--- config.mk ---
export PLATFORM = sky130hd
export DESIGN_NAME = mdu_seq_flat
export DESIGN_NICKNAME = d
export VERILOG_FILES = /design/src/rtl/mdu_seq_if.sv /design/src/rtl/mdu_seq.sv /design/src/flat_wrapper.sv
export SDC_FILE = /design/constraint.sdc
export NUM_CORES = 1
export LEC_CHECK = 0
export CORE_ASPECT_RATIO = 1.2
export CORE_UTILIZATION = 40
export CTS_CLUSTER_DIAMETER = 150
export CTS_CLUSTER_SIZE = 24
export DETAILED_ROUTE_END_ITERATION = 8
export MAX_ROUTING_LAYER = met4
export SYNTH_ARGS = -nofsm -noshare
export SYNTH_HDL_FRONTEND = slang
export SYNTH_SLANG_ARGS = --single-unit
--- constraint.sdc ---
create_clock -name clk_i -period 6.9 [get_ports clk_i]
set_input_delay 0.69 -clock clk_i [delete_from_list [all_inputs] [get_ports clk_i]]
set_output_delay 0.69 -clock clk_i [all_outputs]
set_load 0.1 [all_outputs]
--- src/rtl/mdu_seq_if.sv ---
// Handshake and data bundle between the EX stage and the sequential multiply/divide unit.
// The EX stage uses the master view; the unit uses the slave view.
`timescale 1ns/1ps
interface mdu_seq_if #(
  parameter int unsigned WIDTH = 32
);
  logic             start;
  logic [1:0]       op;
  logic [WIDTH-1:0] a;
  logic [WIDTH-1:0] b;
  logic             flush;
  logic             hi_we;
  logic             lo_we;
  logic [WIDTH-1:0] wd;
  logic             busy;
  logic             done;
  logic [WIDTH-1:0] hi;
  logic [WIDTH-1:0] lo;
  logic             div_zero;

  modport master (
    output start, op, a, b, flush, hi_we, lo_we, wd,
    input  busy, done, hi, lo, div_zero
  );

  modport slave (
    input  start, op, a, b, flush, hi_we, lo_we, wd,
    output busy, done, hi, lo, div_zero
  );
endinterface

--- src/rtl/mdu_seq.sv ---
// Sequential multiply/divide unit with HI/LO registers: shift-add multiply, restoring divide,
// one iteration per cycle, sign fix-up applied in a final cycle.
`timescale 1ns/1ps
module mdu_seq #(
  parameter int unsigned WIDTH = 32,
  parameter int unsigned CW    = $clog2(WIDTH) + 1
) (
  input  logic       clk_i,
  input  logic       rst_ni,
  mdu_seq_if.slave   bus
);

  localparam int unsigned W2 = 2 * WIDTH;

  typedef enum logic [1:0] {
    S_IDLE,
    S_RUN,
    S_FIX
  } state_t;

  state_t           state_q, state_d;
  logic [CW-1:0]    cnt_q, cnt_d;
  logic [1:0]       op_q, op_d;
  logic             sa_q, sa_d;
  logic             sb_q, sb_d;
  logic [WIDTH-1:0] a_q, a_d;
  logic [WIDTH-1:0] b_q, b_d;
  logic [W2-1:0]    acc_q, acc_d;
  logic [WIDTH-1:0] hi_q, hi_d;
  logic [WIDTH-1:0] lo_q, lo_d;
  logic             done_q, done_d;
  logic             dz_q, dz_d;

  logic [WIDTH-1:0] a_abs, b_abs;
  logic [WIDTH:0]   mul_sum;
  logic [WIDTH:0]   div_trial;
  logic [W2-1:0]    prod_fix;
  logic [WIDTH-1:0] quo_fix, rem_fix;

  always_comb begin
    a_abs = (bus.op[0] && bus.a[WIDTH-1]) ? -bus.a : bus.a;
    b_abs = (bus.op[0] && bus.b[WIDTH-1]) ? -bus.b : bus.b;
  end

  // acc holds {partial product, remaining multiplier} or {remainder, dividend/quotient}
  always_comb begin
    mul_sum   = {1'b0, acc_q[W2-1:WIDTH]} + (acc_q[0] ? {1'b0, b_q} : '0);
    div_trial = {acc_q[W2-1:WIDTH], acc_q[WIDTH-1]} - {1'b0, b_q};
  end

  always_comb begin
    prod_fix = (op_q[0] && (sa_q ^ sb_q)) ? -acc_q : acc_q;
    quo_fix  = (op_q[0] && (sa_q ^ sb_q)) ? -acc_q[WIDTH-1:0] : acc_q[WIDTH-1:0];
    rem_fix  = (op_q[0] && sa_q) ? -acc_q[W2-1:WIDTH] : acc_q[W2-1:WIDTH];
  end

  always_comb begin
    state_d = state_q;
    cnt_d   = cnt_q;
    op_d    = op_q;
    sa_d    = sa_q;
    sb_d    = sb_q;
    a_d     = a_q;
    b_d     = b_q;
    acc_d   = acc_q;
    hi_d    = hi_q;
    lo_d    = lo_q;
    done_d  = 1'b0;
    dz_d    = dz_q;

    unique case (state_q)
      S_IDLE: begin
        if (bus.hi_we) hi_d = bus.wd;
        if (bus.lo_we) lo_d = bus.wd;
        if (bus.start && !bus.flush) begin
          op_d    = bus.op;
          sa_d    = bus.op[0] & bus.a[WIDTH-1];
          sb_d    = bus.op[0] & bus.b[WIDTH-1];
          a_d     = bus.a;
          b_d     = b_abs;
          acc_d   = {{WIDTH{1'b0}}, a_abs};
          dz_d    = 1'b0;
          cnt_d   = CW'(WIDTH);
          state_d = S_RUN;
        end
      end

      S_RUN: begin
        if (bus.flush) begin
          state_d = S_IDLE;
        end else begin
          if (op_q[1]) begin
            // Restoring step: keep the difference only when the trial did not borrow
            if (!div_trial[WIDTH]) acc_d = {div_trial[WIDTH-1:0], acc_q[WIDTH-2:0], 1'b1};
            else                   acc_d = {acc_q[W2-2:0], 1'b0};
          end else begin
            acc_d = {mul_sum, acc_q[WIDTH-1:1]};
          end
          cnt_d = cnt_q - CW'(1);
          if (cnt_q == CW'(1)) state_d = S_FIX;
        end
      end

      S_FIX: begin
        state_d = S_IDLE;
        if (!bus.flush) begin
          done_d = 1'b1;
          if (!op_q[1]) begin
            hi_d = prod_fix[W2-1:WIDTH];
            lo_d = prod_fix[WIDTH-1:0];
          end else if (b_q == '0) begin
            hi_d = a_q;
            lo_d = '1;
            dz_d = 1'b1;
          end else begin
            hi_d = rem_fix;
            lo_d = quo_fix;
          end
        end
      end

      default: state_d = S_IDLE;
    endcase
  end

  always_ff @(posedge clk_i or negedge rst_ni) begin
    if (!rst_ni) begin
      state_q <= S_IDLE;
      cnt_q   <= '0;
      op_q    <= '0;
      sa_q    <= 1'b0;
      sb_q    <= 1'b0;
      a_q     <= '0;
      b_q     <= '0;
      acc_q   <= '0;
      hi_q    <= '0;
      lo_q    <= '0;
      done_q  <= 1'b0;
      dz_q    <= 1'b0;
    end else begin
      state_q <= state_d;
      cnt_q   <= cnt_d;
      op_q    <= op_d;
      sa_q    <= sa_d;
      sb_q    <= sb_d;
      a_q     <= a_d;
      b_q     <= b_d;
      acc_q   <= acc_d;
      hi_q    <= hi_d;
      lo_q    <= lo_d;
      done_q  <= done_d;
      dz_q    <= dz_d;
    end
  end

  assign bus.busy     = (state_q != S_IDLE);
  assign bus.done     = done_q;
  assign bus.hi       = hi_q;
  assign bus.lo       = lo_q;
  assign bus.div_zero = dz_q;

endmodule

--- src/flat_wrapper.sv ---
// flat-port wrapper written by rule: the top's interface ports become plain ports
module mdu_seq_flat 
#(
  parameter int unsigned WIDTH = 32,
  parameter int unsigned CW    = $clog2(WIDTH) + 1
)
  (clk_i, rst_ni, bus_start, bus_op, bus_a, bus_b, bus_flush, bus_hi_we, bus_lo_we, bus_wd, bus_busy, bus_done, bus_hi, bus_lo, bus_div_zero);
  mdu_seq_if #(.WIDTH(WIDTH)) bus_i ();
  input  logic clk_i;
  input  logic rst_ni;
  input wire logic [$bits(bus_i.start)-1:0] bus_start;
  input wire logic [$bits(bus_i.op)-1:0] bus_op;
  input wire logic [$bits(bus_i.a)-1:0] bus_a;
  input wire logic [$bits(bus_i.b)-1:0] bus_b;
  input wire logic [$bits(bus_i.flush)-1:0] bus_flush;
  input wire logic [$bits(bus_i.hi_we)-1:0] bus_hi_we;
  input wire logic [$bits(bus_i.lo_we)-1:0] bus_lo_we;
  input wire logic [$bits(bus_i.wd)-1:0] bus_wd;
  output wire logic [$bits(bus_i.busy)-1:0] bus_busy;
  output wire logic [$bits(bus_i.done)-1:0] bus_done;
  output wire logic [$bits(bus_i.hi)-1:0] bus_hi;
  output wire logic [$bits(bus_i.lo)-1:0] bus_lo;
  output wire logic [$bits(bus_i.div_zero)-1:0] bus_div_zero;
  assign bus_i.start = bus_start;
  assign bus_i.op = bus_op;
  assign bus_i.a = bus_a;
  assign bus_i.b = bus_b;
  assign bus_i.flush = bus_flush;
  assign bus_i.hi_we = bus_hi_we;
  assign bus_i.lo_we = bus_lo_we;
  assign bus_i.wd = bus_wd;
  assign bus_busy = bus_i.busy;
  assign bus_done = bus_i.done;
  assign bus_hi = bus_i.hi;
  assign bus_lo = bus_i.lo;
  assign bus_div_zero = bus_i.div_zero;
  mdu_seq #(.WIDTH(WIDTH), .CW(CW)) u_core (.clk_i(clk_i), .rst_ni(rst_ni), .bus(bus_i));
endmodule
# --- After elaboration in Yosys (flattened, before gate mapping) ---
# Index checks and enable logic that the tools add are counted.
totals:
  mem_bits_rw: 0
  out_inout_bits: 67
  ff_bits: 206
  memories: 0
  latchBits: 0
  mem_bits_ro: 0
  elab_cells: 86
op_classes:
  addsub: 8
  mul: 0
  magnitude_cmp: 0
  n_eq_ne: 11
  n_shift: 0
  n_reduce_logical: 17
  bitwise_logic: 3
  muxes: 35
  n_div: 0
op_table:
  columns: ["cell", "n"]
  rows:
  - ["$mux 32", 13]
  - ["$mux 64", 5]
  - ["$neg 32->32", 4]
  - ["$pmux 32 s2", 2]
  - ["$pmux 64 s2", 1]
  - ["$neg 64->64", 1]
  - ["$add 32x33->33", 1]
  - ["$sub 33x32->33", 1]
  - ["$logic_not 32->1", 1]
  - ["$mux 6", 2]
  - ["$pmux 6 s2", 1]
  - ["$reduce_and 3->1", 3]
  - ["$ne 2x2->1 const B", 4]
  - ["$eq 6x1->1 const B", 1]
  - ["$mux 1", 6]
  - ["$mux 2", 3]
  - ["$ne 2x1->1 const B", 3]
  - ["$reduce_bool 2->1", 3]
  - ["$sub 6x1->6 const B", 1]
  - ["$logic_and 1x1->1", 5]
  - ["$reduce_and 5->1", 1]
  - ["$pmux 2 s2", 1]
  - ["$reduce_and 2->1", 2]
  - ["$ne 3x2->1 const B", 1]
  - ["7 further kinds", 8]

# --- Depth between registers and ports, before layout ---
logic_depth:
  ltp_word: 7
  depth_mapped: 14

# --- Least setup slack after synthesis ---
# OpenSTA, ideal clock, no wires.
synth_timing:
  path_kind: "reg-to-reg"
  from: "reg u_core.acc_q[0]"
  to: "reg u_core.acc_q[56]"
  setup_ps: 129
  required_time_ps: 6771
  path_stages_with_launch: 14
  setup_slack_ps: 3588
  arrival_time_ps: 3182
  cell_sequence: "dfrtp_1 -> inv_1 -> clkbuf_1 -> nor2_1 -> ha_1 -> a21o_1 -> a21oi_1 -> o21ai_0 -> or4_1 -> o21ai_1 -> nand3_1 -> a21o_1 -> and3_1 -> o41a_1"
synth_between:
  elab_chain_len: 5
synth_lines:
  columns: ["item", "line_no", "rtl"]
  rows:
  - ["from (decl)", "mdu_seq.sv:28", "logic [W2-1:0] acc_q, acc_d;"]
  - ["from (signal assigned)", "mdu_seq.sv:135", "acc_q <= '0;"]
  - ["from (signal assigned)", "mdu_seq.sv:148", "acc_q <= acc_d;"]
  - ["$mux 32", "mdu_seq.sv:47", "mul_sum = {1'b0, acc_q[W2-1:WIDTH]} + (acc_q[0] ? {1'b0, b_q} : '0);"]
  - ["$add 32x33->33", "mdu_seq.sv:47", null]
  - ["$mux 64", "mdu_seq.sv:92", "if (op_q[1]) begin"]
  - ["$mux 64", "mdu_seq.sv:89", "if (bus.flush) begin"]
  - ["$pmux 64 s2", "mdu_seq.sv:71", "unique case (state_q)"]
# No other way between the ends. The select of a mux whose other input is x is not followed.
# A chain may end at the register's enable or synchronous reset.

# --- Worst setup path in the final report ---
layout_timing:
  from: "reg u_core.acc_q[0]"
  to: "reg u_core.acc_q[62]"
# The elaborated chain is that of the path after synthesis.

==> summary.md <==
The run finished with clean final reports. The count of final max-slew check failures was 0; the adder-cell area share of the yosys netlist was 5.38%. The worst pin sits at a relative slew slack of 27.7%. Once layout is complete, the cells apart from fillers number 2836.

The mapped netlist covers 17000 um^2. Post-route clock skew: 35.8 ps. The worst hold path belongs to the class in -> async. The overall power after layout came out at 7.99 mW. The worst setup path is launched from a register.

Instance count after placement with tap cells included: 2818. The largest area contributor in the netlist is sky130_fd_sc_hd__dfrtp_1. For this design, the sink count on the clock tree is 206. On the critical path, the stage with the largest delay is an instance of sky130_fd_sc_hd__inv_1. In this run, the combinational gates consume 62.7% of the power. In the synthesized netlist the async set-or-reset flop fraction comes to 100%. After clock tree synthesis, the repair step resized 0 gates. Average wire length per cell after detail routing: 21.7 um. TritonCTS built the clock tree. In the post-synthesis netlist, the biggest area contributors are sky130_fd_sc_hd__dfrtp_1 (30%), sky130_fd_sc_hd__o21ai_0 (7.5%), sky130_fd_sc_hd__nand2_1 (7.5%). The required time of the critical path was 7270 ps. Worst-skew pair later-pin latency: 500 ps.

The number of input and output port buffers inserted was 170. STA puts the critical path data arrival time at 4810 ps. The first global-routing pass estimated 94.8 mm of wire.

Initial antenna violation count: 1. The placed standard-cell area came out at 19000 um^2. For the post-synthesis net count, the log shows 2409. For the worst flop-to-flop path, the logic depth is 12. Summed over its instances, the top area cell type makes up 30.3% of the synthesized netlist area. The number of hold buffers added after CTS was 0. Traced cell by cell, the critical path runs through inv_1, nor2_1, ha_1, o21ai_0, nor2_1, o311ai_0, a21oi_1, o41ai_1, o21ai_0, a31oi_1, mux2i_1, o211ai_1.

Setup repair after global routing left no endpoint under its margin. The xor and xnor fraction of the mapped netlist area is 9.78%, and the largest fanout on the critical path is 32. The clock transition time at the flip-flop clock pins of the worst setup and hold paths works out to 110 ps.

The average vias per placed instance was 5.88; the row count was 82. The H-tree depth was 1; the remaining design rule violation count was 0. For this run, the share of the core covered by cells in the final layout is 46.2%. The worst register-to-register path ends at u_core.acc_q[62]$_DFFE_PN0P_. The worst setup path is captured at a register. After clock tree synthesis, the setup repair step added 0 buffers.

The clock buffer count from CTS is 12. Counting instances in the post-synthesis netlist gives the leading cell types as sky130_fd_sc_hd__nand2_1 (340), sky130_fd_sc_hd__o21ai_0 (256), sky130_fd_sc_hd__dfrtp_1 (206). The internal portion of total power is 3.69 mW, and the share of synthesized area occupied by flip-flops and latches is 30.3%.

At the placement stage, the worst setup path has a slack of 2470 ps. The number of library cell types mapped by synthesis was 78; the cell leakage power was 8.37 nW. The final layout contains routed wiring with a total length of 61.6 mm. The post-route minimum period works out to 4440 ps. After synthesis, the largest family of logic cells by area is compound AO/OA/AOI/OAI gates.

The floorplan step set the die width to 190 um. The minimum hold slack was 213 ps. Count of synthesis-stage warnings from yosys: 0. On the worst path, the slowest cell contributes a delay of 820 ps. The number of hold violations in the final report was 0; the DRC marker count from the first detailed-route iteration was 1398.

The critical path class is reg -> reg. The fraction of layout instances using a drive strength above 1 works out to 2.89%. The logs give 3 for the maximum clock insertion buffer count and 47.0 mm for the post-DP HPWL. For the placeable core region, the log shows 41900 um^2. Following the worst setup path forward leads to its endpoint at u_core.acc_q[62]$_DFFE_PN0P_.

In this run the critical register-to-register path is launched from u_core.acc_q[0]$_DFFE_PN0P_. Fill cells in the final layout number 4216. From synthesis to final layout, the design area changed by 13.8%. Registers are responsible for 27.4% of the overall power. The run gives 16006 as the number of global-route vias before repair. The synthesis-stage register bit count is 206, and the buffer and inverter count on the worst path is 1. The number of optimization iterations in the first detailed-route pass was 5; the number of nets in the finished design was 2462. The root buffer selected by CTS was sky130_fd_sc_hd__clkbuf_16. 171 I/O pins were placed. The cell count along the critical path works out to 12. At the pin with the least slew margin, the transition time is 1080 ps. The family of cells with the greatest summed delay on the critical path was compound AO/OA/AOI/OAI gates. In this run, synthesis inferred 0 flip-flops with an integrated enable.

The synthesized netlist devotes 24.0% of its cell area to compound gates. Once routing completed, OpenROAD measured the worst setup slack at 2460 ps. Once layout is done, the placed cells without fillers occupy 19400 um^2. The post-synthesis simple-gate area fraction was 22.3%; the switching share of total power was 53.8%. Adding up every negative setup slack in the final design gives 0 ps. The critical path starts at u_core.acc_q[0]$_DFFE_PN0P_. Counting every instance in the synthesized netlist gives 2233. The floorplan step defined a die boundary enclosing 43400 um^2. Static timing analysis puts the maximum clock frequency at 225 MHz. The count of final setup violators came out at 0. Routability-driven placement finished with a final weighted congestion of 0.966. Entering global routing, the biggest net connects 91 pins. Each instance of the synthesized netlist takes up on average 7.62 um^2.

The global-route congestion overflow total was 0. Max-cap violations in this run came to 0. By instance count, the leading cell after synthesis is sky130_fd_sc_hd__nand2_1. The starting density of the core was 40.7%; the number of nets with antenna violations after routing was 0. Of the available clock period, the critical path in the final layout requires 64.4%. VDD sags by at most 0.286 mV. The tools report the proportion of power drawn by the clock network as 9.9%. Vertical die dimension: 228 um. Summed over all nets, the switching power comes to 4.30 mW.

Global routing used 28.9% of the available tracks. The worst register-to-register path has a setup slack of 2460 ps. The commonest register cell after synthesis was sky130_fd_sc_hd__dfrtp_1. The run gives 16665 as the count of vias placed by the detailed router. In the synthesized netlist, mux cells make up 3.26% of the area. Dividing total power by cell area gives a power density of 413 nW/um^2.
worst min path at each step:
stage / start / to / slack [ps]
floorplan: rst_ni / u_core.a_q[0]$_DFFE_PN0P_ / 390
global placement: u_core.a_q[3]$_DFFE_PN0P_ / u_core.a_q[3]$_DFFE_PN0P_ / 460
detailed placement: u_core.a_q[3]$_DFFE_PN0P_ / u_core.a_q[3]$_DFFE_PN0P_ / 470
CTS: rst_ni / u_core.a_q[0]$_DFFE_PN0P_ / 220
global route: rst_ni / u_core.a_q[7]$_DFFE_PN0P_ / 250
finish: rst_ni / u_core.a_q[7]$_DFFE_PN0P_ / 210
cells in the final DEF, fill, tap and decap left out, types with 15 or more instances in the layout:
| master | Yosys | routed |
|---|---|---|
| sky130_fd_sc_hd__nand2_1 | 340 | 340 |
| sky130_fd_sc_hd__xnor2_1 | 115 | 115 |
| sky130_fd_sc_hd__and3_1 | 26 | 26 |
| sky130_fd_sc_hd__buf_4 | 3 | 21 |
| sky130_fd_sc_hd__mux2i_1 | 52 | 52 |
| sky130_fd_sc_hd__o31ai_1 | 17 | 17 |
| sky130_fd_sc_hd__nor2_1 | 191 | 189 |
| sky130_fd_sc_hd__a21oi_1 | 167 | 165 |
| sky130_fd_sc_hd__a211oi_1 | 15 | 15 |
| sky130_fd_sc_hd__nor4_1 | 28 | 28 |
| sky130_fd_sc_hd__or3_1 | 34 | 33 |
| sky130_fd_sc_hd__nor3_1 | 45 | 45 |
| sky130_fd_sc_hd__o21ai_0 | 256 | 256 |
| sky130_fd_sc_hd__clkdlybuf4s50_1 | 0 | 169 |
| sky130_fd_sc_hd__ha_1 | 70 | 70 |
| sky130_fd_sc_hd__o21a_1 | 16 | 16 |
| sky130_fd_sc_hd__a21o_1 | 37 | 37 |
| sky130_fd_sc_hd__nand2b_1 | 17 | 17 |
| sky130_fd_sc_hd__o211ai_1 | 20 | 20 |
| sky130_fd_sc_hd__nand3_1 | 49 | 49 |
| sky130_fd_sc_hd__o22ai_1 | 35 | 35 |
| sky130_fd_sc_hd__xor2_1 | 75 | 75 |
| sky130_fd_sc_hd__a31oi_1 | 23 | 23 |
| sky130_fd_sc_hd__dfrtp_1 | 206 | 205 |
| sky130_fd_sc_hd__inv_1 | 61 | 61 |
cell families after synthesis:
kind of cell / Yosys count
buffers and inverters: 214
multiplexers: 55
flip-flops: 206
AND/OR/NAND/NOR: 816
XOR/XNOR: 190
adder cells (fa/ha/maj): 72
AO/OA/AOI/OAI: 680
worst reg2reg max path, delay by kind of cell (launching register included):
kind	cells	cell delay, ps
AOI/OAI and AO/OA	7	2120
adders and majority gates	1	380
buffers and inverters	1	820
DFF	1	490
muxes	1	210
and+or+nand+nor	2	270
flip-flops by register name (all words and copies together), names as in the netlist, 2 cells and up:
| register | flops |
|---|---|
| u_core.acc_q | 64 |
| u_core.a_q | 32 |
| u_core.b_q | 32 |
| u_core.bus.hi | 32 |
| u_core.bus.lo | 32 |
| u_core.cnt_q | 6 |
| u_core.op_q | 2 |
| u_core.state_q | 2 |
metal layers:
| layer | share of wire [%] | global-route usage [%] |
|---|---|---|
| met5 | 0 | - |
| met4 | 5.8 | 14.0 |
| met3 | 5.3 | 2.38 |
| met2 | 48 | 47.6 |
| met1 | 41 | 35.4 |
final cells by class:
cell class	count	area, um^2	share of cell area (%)
repair buffers	191	1860	9.62
clock inverters	1	11.3	0.0582
flip-flops and latches	206	5160	26.6
well taps	546	683	3.53
clock buffers	14	329	1.70
diodes	3	7.51	0.0388
multi-input cells	1813	11100	57.2
inverters	62	233	1.20
power groups by stage:
stage	combinational, mW	clock [mW]	sequential (mW)
after floorplan	3.20	0	2.44
after global placement	4.92	0	2.18
after detailed placement	4.94	0	2.20
after CTS	4.96	0.808	2.17
after global routing	5.44	0.845	2.23
final	5.01	0.787	2.19
No activity file was read; power rests on OpenSTA's default activity.
